<file path="config.mk">
export PLATFORM = sky130hd
export DESIGN_NAME = pulse_rate_meter
export DESIGN_NICKNAME = d
export VERILOG_FILES = /design/src/rtl/pulse_rate_meter.sv
export SDC_FILE = /design/constraint.sdc
export NUM_CORES = 1
export LEC_CHECK = 0
export CAP_MARGIN = 25
export CORE_MARGIN = 3
export CORE_UTILIZATION = 45
export DETAILED_ROUTE_END_ITERATION = 8
export GPL_TIMING_DRIVEN = 0
export PLACE_DENSITY = 0.64
export REMOVE_ABC_BUFFERS = 1
export SYNTH_ARGS = -nofsm -noshare
export SYNTH_HDL_FRONTEND = slang
export SYNTH_SLANG_ARGS = --single-unit
</file>
<file path="constraint.sdc">
create_clock -name C_100Mhz -period 2.7 [get_ports C_100Mhz]
set_input_delay 0.675 -clock C_100Mhz [delete_from_list [all_inputs] [get_ports C_100Mhz]]
set_output_delay 0.675 -clock C_100Mhz [all_outputs]
set_load 0.02 [all_outputs]
</file>
<file path="src/rtl/pulse_rate_meter.sv">
// Heartbeat rate meter: counts accepted pulse edges over WINDOW_SEC time-base periods and reports BPM.
// Define PULSE_DEBOUNCE_EN to filter the synchronized pulse level through a DEBOUNCE_CYC stability counter.
module pulse_rate_meter #(
    parameter int unsigned CLK_HZ       = 100_000_000,
    parameter int unsigned WINDOW_SEC   = 15,
    parameter int unsigned CNT_W        = 8,
    parameter int unsigned BPM_W        = 10,
    parameter int unsigned DEBOUNCE_CYC = 1_000_000
) (
    input  logic             C_100Mhz,
    input  logic             rst_n,
    input  logic             gate_in,
    input  logic             pulse_in,
    output logic [BPM_W-1:0] bpm,
    output logic             bpm_valid,
    output logic             bpm_ovf,
    output logic             window_active
);

    localparam int unsigned MULT   = 60 / WINDOW_SEC;
    localparam int unsigned PROD_W = CNT_W + 7;
    localparam int unsigned SEC_W  = (WINDOW_SEC > 1) ? $clog2(WINDOW_SEC) : 1;

    if ((WINDOW_SEC == 0) || (60 % WINDOW_SEC != 0)) begin : g_bad_window
        $error("pulse_rate_meter: WINDOW_SEC must divide 60");
    end
    if ((CLK_HZ == 0) || (DEBOUNCE_CYC == 0)) begin : g_bad_timing
        $error("pulse_rate_meter: CLK_HZ and DEBOUNCE_CYC must be non-zero");
    end

    typedef enum logic [1:0] {
        WAIT_SYNC = 2'd0,
        MEASURE   = 2'd1,
        REPORT    = 2'd2
    } state_t;

    // pulse_in is asynchronous: two flops before any logic looks at it.
    logic pulse_s1_q, pulse_s2_q;
    logic pulse_lvl;
    logic pulse_prev_q, pulse_ev_q;
    logic gate_q, gate_prev_q, gate_ev;

    // NOTE: sequential state uses non-blocking assignments so every flop samples pre-edge values.
    always_ff @(posedge C_100Mhz or negedge rst_n) begin
        if (!rst_n) begin
            pulse_s1_q   <= 1'b0;
            pulse_s2_q   <= 1'b0;
            pulse_prev_q <= 1'b0;
            pulse_ev_q   <= 1'b0;
            gate_q       <= 1'b0;
            gate_prev_q  <= 1'b0;
        end else begin
            pulse_s1_q   <= pulse_in;
            pulse_s2_q   <= pulse_s1_q;
            pulse_prev_q <= pulse_lvl;
            pulse_ev_q   <= pulse_lvl & ~pulse_prev_q;
            gate_q       <= gate_in;
            gate_prev_q  <= gate_q;
        end
    end

    assign gate_ev = gate_q & ~gate_prev_q;

`ifdef PULSE_DEBOUNCE_EN
    localparam int unsigned DB_W = $clog2(DEBOUNCE_CYC + 1);

    logic [DB_W-1:0] db_cnt_q, db_cnt_d;
    logic            pulse_acc_q, pulse_acc_d;

    // Any cycle where the input agrees with the accepted level restarts the stability count.
    always_comb begin
        db_cnt_d    = '0;
        pulse_acc_d = pulse_acc_q;
        if (pulse_s2_q != pulse_acc_q) begin
            if (db_cnt_q == DB_W'(DEBOUNCE_CYC - 1)) begin
                pulse_acc_d = pulse_s2_q;
            end else begin
                db_cnt_d = db_cnt_q + DB_W'(1);
            end
        end
    end

    always_ff @(posedge C_100Mhz or negedge rst_n) begin
        if (!rst_n) begin
            db_cnt_q    <= '0;
            pulse_acc_q <= 1'b0;
        end else begin
            db_cnt_q    <= db_cnt_d;
            pulse_acc_q <= pulse_acc_d;
        end
    end

    assign pulse_lvl = pulse_acc_q;
`else
    assign pulse_lvl = pulse_s2_q;
`endif

    state_t            state_q, state_d;
    logic [CNT_W-1:0]  pulse_cnt_q, pulse_cnt_d;
    logic [SEC_W-1:0]  sec_cnt_q, sec_cnt_d;
    logic              ovf_flag_q, ovf_flag_d;
    logic [BPM_W-1:0]  bpm_q, bpm_d;
    logic              bpm_ovf_q, bpm_ovf_d;
    logic              bpm_valid_q, bpm_valid_d;

    logic [PROD_W-1:0] product;
    logic [BPM_W-1:0]  bpm_sat;
    logic              bpm_clip;

    assign product = PROD_W'(pulse_cnt_q) * PROD_W'(MULT);

    if (PROD_W > BPM_W) begin : g_clip
        assign bpm_clip = |product[PROD_W-1:BPM_W];
        assign bpm_sat  = bpm_clip ? '1 : product[BPM_W-1:0];
    end else begin : g_no_clip
        assign bpm_clip = 1'b0;
        assign bpm_sat  = BPM_W'(product);
    end

    // NOTE: every always_comb output gets a default first, so no path can infer a latch.
    always_comb begin
        state_d     = state_q;
        pulse_cnt_d = pulse_cnt_q;
        sec_cnt_d   = sec_cnt_q;
        ovf_flag_d  = ovf_flag_q;
        bpm_d       = bpm_q;
        bpm_ovf_d   = bpm_ovf_q;
        bpm_valid_d = 1'b0;

        unique case (state_q)
            WAIT_SYNC: begin
                if (gate_ev) begin
                    pulse_cnt_d = '0;
                    sec_cnt_d   = '0;
                    state_d     = MEASURE;
                end
            end
            MEASURE: begin
                if (pulse_ev_q) begin
                    if (pulse_cnt_q == '1) begin
                        ovf_flag_d = 1'b1;
                    end else begin
                        pulse_cnt_d = pulse_cnt_q + CNT_W'(1);
                    end
                end
                // A pulse and the closing gate in the same cycle both land in this window.
                if (gate_ev) begin
                    if (sec_cnt_q == SEC_W'(WINDOW_SEC - 1)) begin
                        state_d = REPORT;
                    end else begin
                        sec_cnt_d = sec_cnt_q + SEC_W'(1);
                    end
                end
            end
            REPORT: begin
                bpm_d       = bpm_sat;
                bpm_ovf_d   = ovf_flag_q | bpm_clip;
                bpm_valid_d = 1'b1;
                pulse_cnt_d = pulse_ev_q ? CNT_W'(1) : '0;
                sec_cnt_d   = '0;
                ovf_flag_d  = 1'b0;
                state_d     = MEASURE;
            end
            default: begin
                state_d = WAIT_SYNC;
            end
        endcase
    end

    always_ff @(posedge C_100Mhz or negedge rst_n) begin
        if (!rst_n) begin
            state_q     <= WAIT_SYNC;
            pulse_cnt_q <= '0;
            sec_cnt_q   <= '0;
            ovf_flag_q  <= 1'b0;
            bpm_q       <= '0;
            bpm_ovf_q   <= 1'b0;
            bpm_valid_q <= 1'b0;
        end else begin
            state_q     <= state_d;
            pulse_cnt_q <= pulse_cnt_d;
            sec_cnt_q   <= sec_cnt_d;
            ovf_flag_q  <= ovf_flag_d;
            bpm_q       <= bpm_d;
            bpm_ovf_q   <= bpm_ovf_d;
            bpm_valid_q <= bpm_valid_d;
        end
    end

    assign bpm           = bpm_q;
    assign bpm_ovf       = bpm_ovf_q;
    assign bpm_valid     = bpm_valid_q;
    assign window_active = (state_q != WAIT_SYNC);

endmodule

</file>
==> out/metrics.csv <==
metric;value;unit
run_status;finished, final reports clean;
core;0.00313;mm2
diodes;0;
clockRootBuffer;clkbuf_4;
num-nets-final;166;
antenna_found_initial;0;
drt_first_pass_iters;4;
powerDensity;741;mW/mm2
slew_violations;0;
ys_seq_area_frac;0.514;
yosys.area_share.simple;0.119;
ys_warn_count;0;
fillers;278;
path_cells;inv_1, ha_1, inv_1, clkdlybuf4s50_1;
ff2ff_setup_slack;0.53;ns
postCtsSetupRepairBufs;0;
hp-class;reg -> reg;
synth_cell_types;32;
path_class;reg -> out;
synth_top_family_by_area;compound AO/OA/AOI/OAI gates;
worstHoldPathCells;0;
drt_wl_total;2590;um
ant_nets;0;
holdCritStartpoint;pulse_s1_q$_DFF_PN0_;
finClkSkew;0.00253;ns
cts_tree;built;
std_cell_rows;20;
max_freq;400;MHz
gp_congestion;0.824;
synth_cells;137;
setup.worst_path.start_class;flip-flop;
synth_adder_area_share;0.0663;
leakagePower;0.000817;uW
synthToLayoutAreaGrowth;17.7;%
crit_arrival;1.83;ns
tightest_slew;0.798;ns
hold_buffers;0;
relSlewSlack;0.466;
critPathMaxStageDelay;0.61;ns
placed_area;0.00169;mm2
cts_made_buffers;5;
overflow;0;
clk_latency;0.33;ns
die_area;0.00409;mm2
holdWs;0.365;ns
cts.path.max_buffers;2;
synth-seq-cells;31;
hold_viol;0;
ir_worst_vdd;401;uV
drive_gt1_frac;0.142;
min_period;2.50;ns
rsz0062_at_grt;no;
r2r-start;state_q[1]$_DFFE_PN0P_;
synth_area;0.00151;mm2
cp_common_cell;inv_1;
synth-xor-area-share;0;
io_buffers;14;
maxCapViolations;0;
drtIter0Drc;59;
tns;0;ns
muxShareOfSynthArea;0.0737;
wl_per_cell;13.0;um
syn_area_per_cell;11.0;um2
grt_usage;0.144;
grt_pass1_wl;4550;um
cts.htree.levels;2;
setup_viol;0;
period_share;0.927;
clk_pin_slew_worst_paths;0.09;ns
rr_endpoint;pulse_cnt_q[6]$_DFFE_PN0P_;
ff2ff_path_depth;6;
die_h;63.9;um
start_util;0.483;
finish.instance_area;0.00178;mm2
hold-path-endpoint;pulse_lvl$_DFF_PN0_;
cp_max_fo;6;
ios;17;
cp_data_required_time;2.03;ns
synth_compound_area_frac;0.180;
ctsResizeCount;0;
cp_slowest_cell;clkdlybuf4s50_1;
drcViolationCount;0;
viasPerCell;5.48;
fin_util;0.568;
grt_max_degree;17;
first_global_vias;1041;
dpl.hpwl;1920;um
vias;1091;
cp-end-kind;primary output;
cts.sinks;31;
die_x;63.9;um
## worst max-delay path by stage
stage / from / end / slack, ns
3_3_place_gp: rst_n / pulse_prev_q$_DFF_PN0_ / 0.42
2_1_floorplan: state_q[1]$_DFFE_PN0P_ / pulse_cnt_q[6]$_DFFE_PN0P_ / 0.80
6_report: state_q[1]$_DFFE_PN0P_ / window_active / 0.20
5_1_grt: state_q[0]$_DFFE_PN0P_ / window_active / 0.08
4_1_cts: state_q[1]$_DFFE_PN0P_ / window_active / 0.17
3_5_place_dp: state_q[1]$_DFFE_PN0P_ / window_active / 0.55
## synth_stat cells (all sizes together)
library cell  number  share of area
o31ai             11          0.055
dfrtp             31           0.51
buf                4          0.025
o22ai              1         0.0041
a221oi             1         0.0099
a22o               2          0.012
mux2i              1         0.0066
nor2b              3          0.012
and3               3          0.012
or2                1         0.0041
a41oi              1         0.0058
and2               1         0.0041
nand3              7          0.023
nand2b             2         0.0083
nor3               1         0.0033
ha                 8          0.066
mux2               9          0.067
nor2               5          0.012
a31oi              2         0.0083
a221o              1         0.0066
inv                6          0.015
o21ai              9          0.030
nand2             11          0.027
clkbuf             2         0.0050
o41ai              1         0.0058
o21bai             2         0.0099
o21ba              2          0.013
and4               2          0.012
conb               1         0.0025
a21oi              6          0.020
## cells by family after synthesis
group	after synthesis
buf+inv	12
simple gates	36
flops	31
fa+ha+maj	8
mux	10
other cells	1
compound gates	39
## per-stage QoR
stage | total power [uW] | setup slack [ns] | std cells
4_1_cts | 1330 | 0.167 | 199
3_5_place_dp | 954 | 0.555 | 191
5_1_grt | 1410 | 0.0794 | 199
6_report | 1320 | 0.197 | 199
3_3_place_gp | 934 | 0.419 | 190
2_1_floorplan | 850 | 0.802 | 132
## final cells by class
| class | instances | area (um2) | area share |
|---|---|---|---|
| Sequential cell | 31 | 776 | 0.436 |
| Clock buffer | 6 | 51.3 | 0.0289 |
| Clock inverter | 2 | 35.0 | 0.0197 |
| Multi-Input combinational cell | 95 | 671 | 0.377 |
| Inverter | 6 | 22.5 | 0.0127 |
| Timing Repair Buffer | 15 | 168 | 0.0943 |
| Tap cell | 44 | 55.1 | 0.0310 |
## where the power goes
part / switching [uW] / internal (uW)
registers: 53.8 / 510
logic: 224 / 157
clock network: 153 / 219
total: 431 / 885
## routing by layer
| layer | vias to the layer above | global-route usage | wire length (um) |
|---|---|---|---|
| li1 | 528 | - | - |
| met1 | 529 | 0.171 | 1190 |
| met2 | 28 | 0.230 | 1200 |
| met3 | 6 | 0.0545 | 152 |
| met4 | 0 | 0.0647 | 47 |
| met5 | - | 0 | 0 |
## flip-flops by register name, indices dropped and copies added (netlist names)
register,cells
pulse_ev_q,1
sec_cnt_q,4
bpm,8
pulse_cnt_q,8
gate_q,1
pulse_s1_q,1
bpm_valid,1
pulse_prev_q,1
bpm_ovf,1
state_q,2
ovf_flag_q,1
pulse_lvl,1
gate_prev_q,1
## placed cells by master (no fill, tap or decap), types with 2 or more instances in the layout
| cell | instances |
|---|---|
| a21oi_1 | 6 |
| a22o_1 | 2 |
| a31oi_1 | 2 |
| and3_1 | 3 |
| and4_1 | 2 |
| clkbuf_4 | 5 |
| clkdlybuf4s50_1 | 14 |
| conb_1 | 2 |
| dfrtp_1 | 31 |
| ha_1 | 8 |
| inv_1 | 6 |
| mux2_2 | 9 |
| nand2_1 | 11 |
| nand2b_1 | 2 |
| nand3_1 | 7 |
| nor2_1 | 5 |
| nor2b_1 | 3 |
| o21ai_0 | 7 |
| o21ai_1 | 2 |
| o21ba_2 | 2 |
| o21bai_1 | 2 |
| o31ai_1 | 11 |
## worst max-delay path, delay by kind of cell, from the launching register on
kind | cells | cell delay, ns
fa+ha+maj | 1 | 0.27
buf+inv | 3 | 0.81
flops | 1 | 0.42
Power figures use the tool's default switching activity.
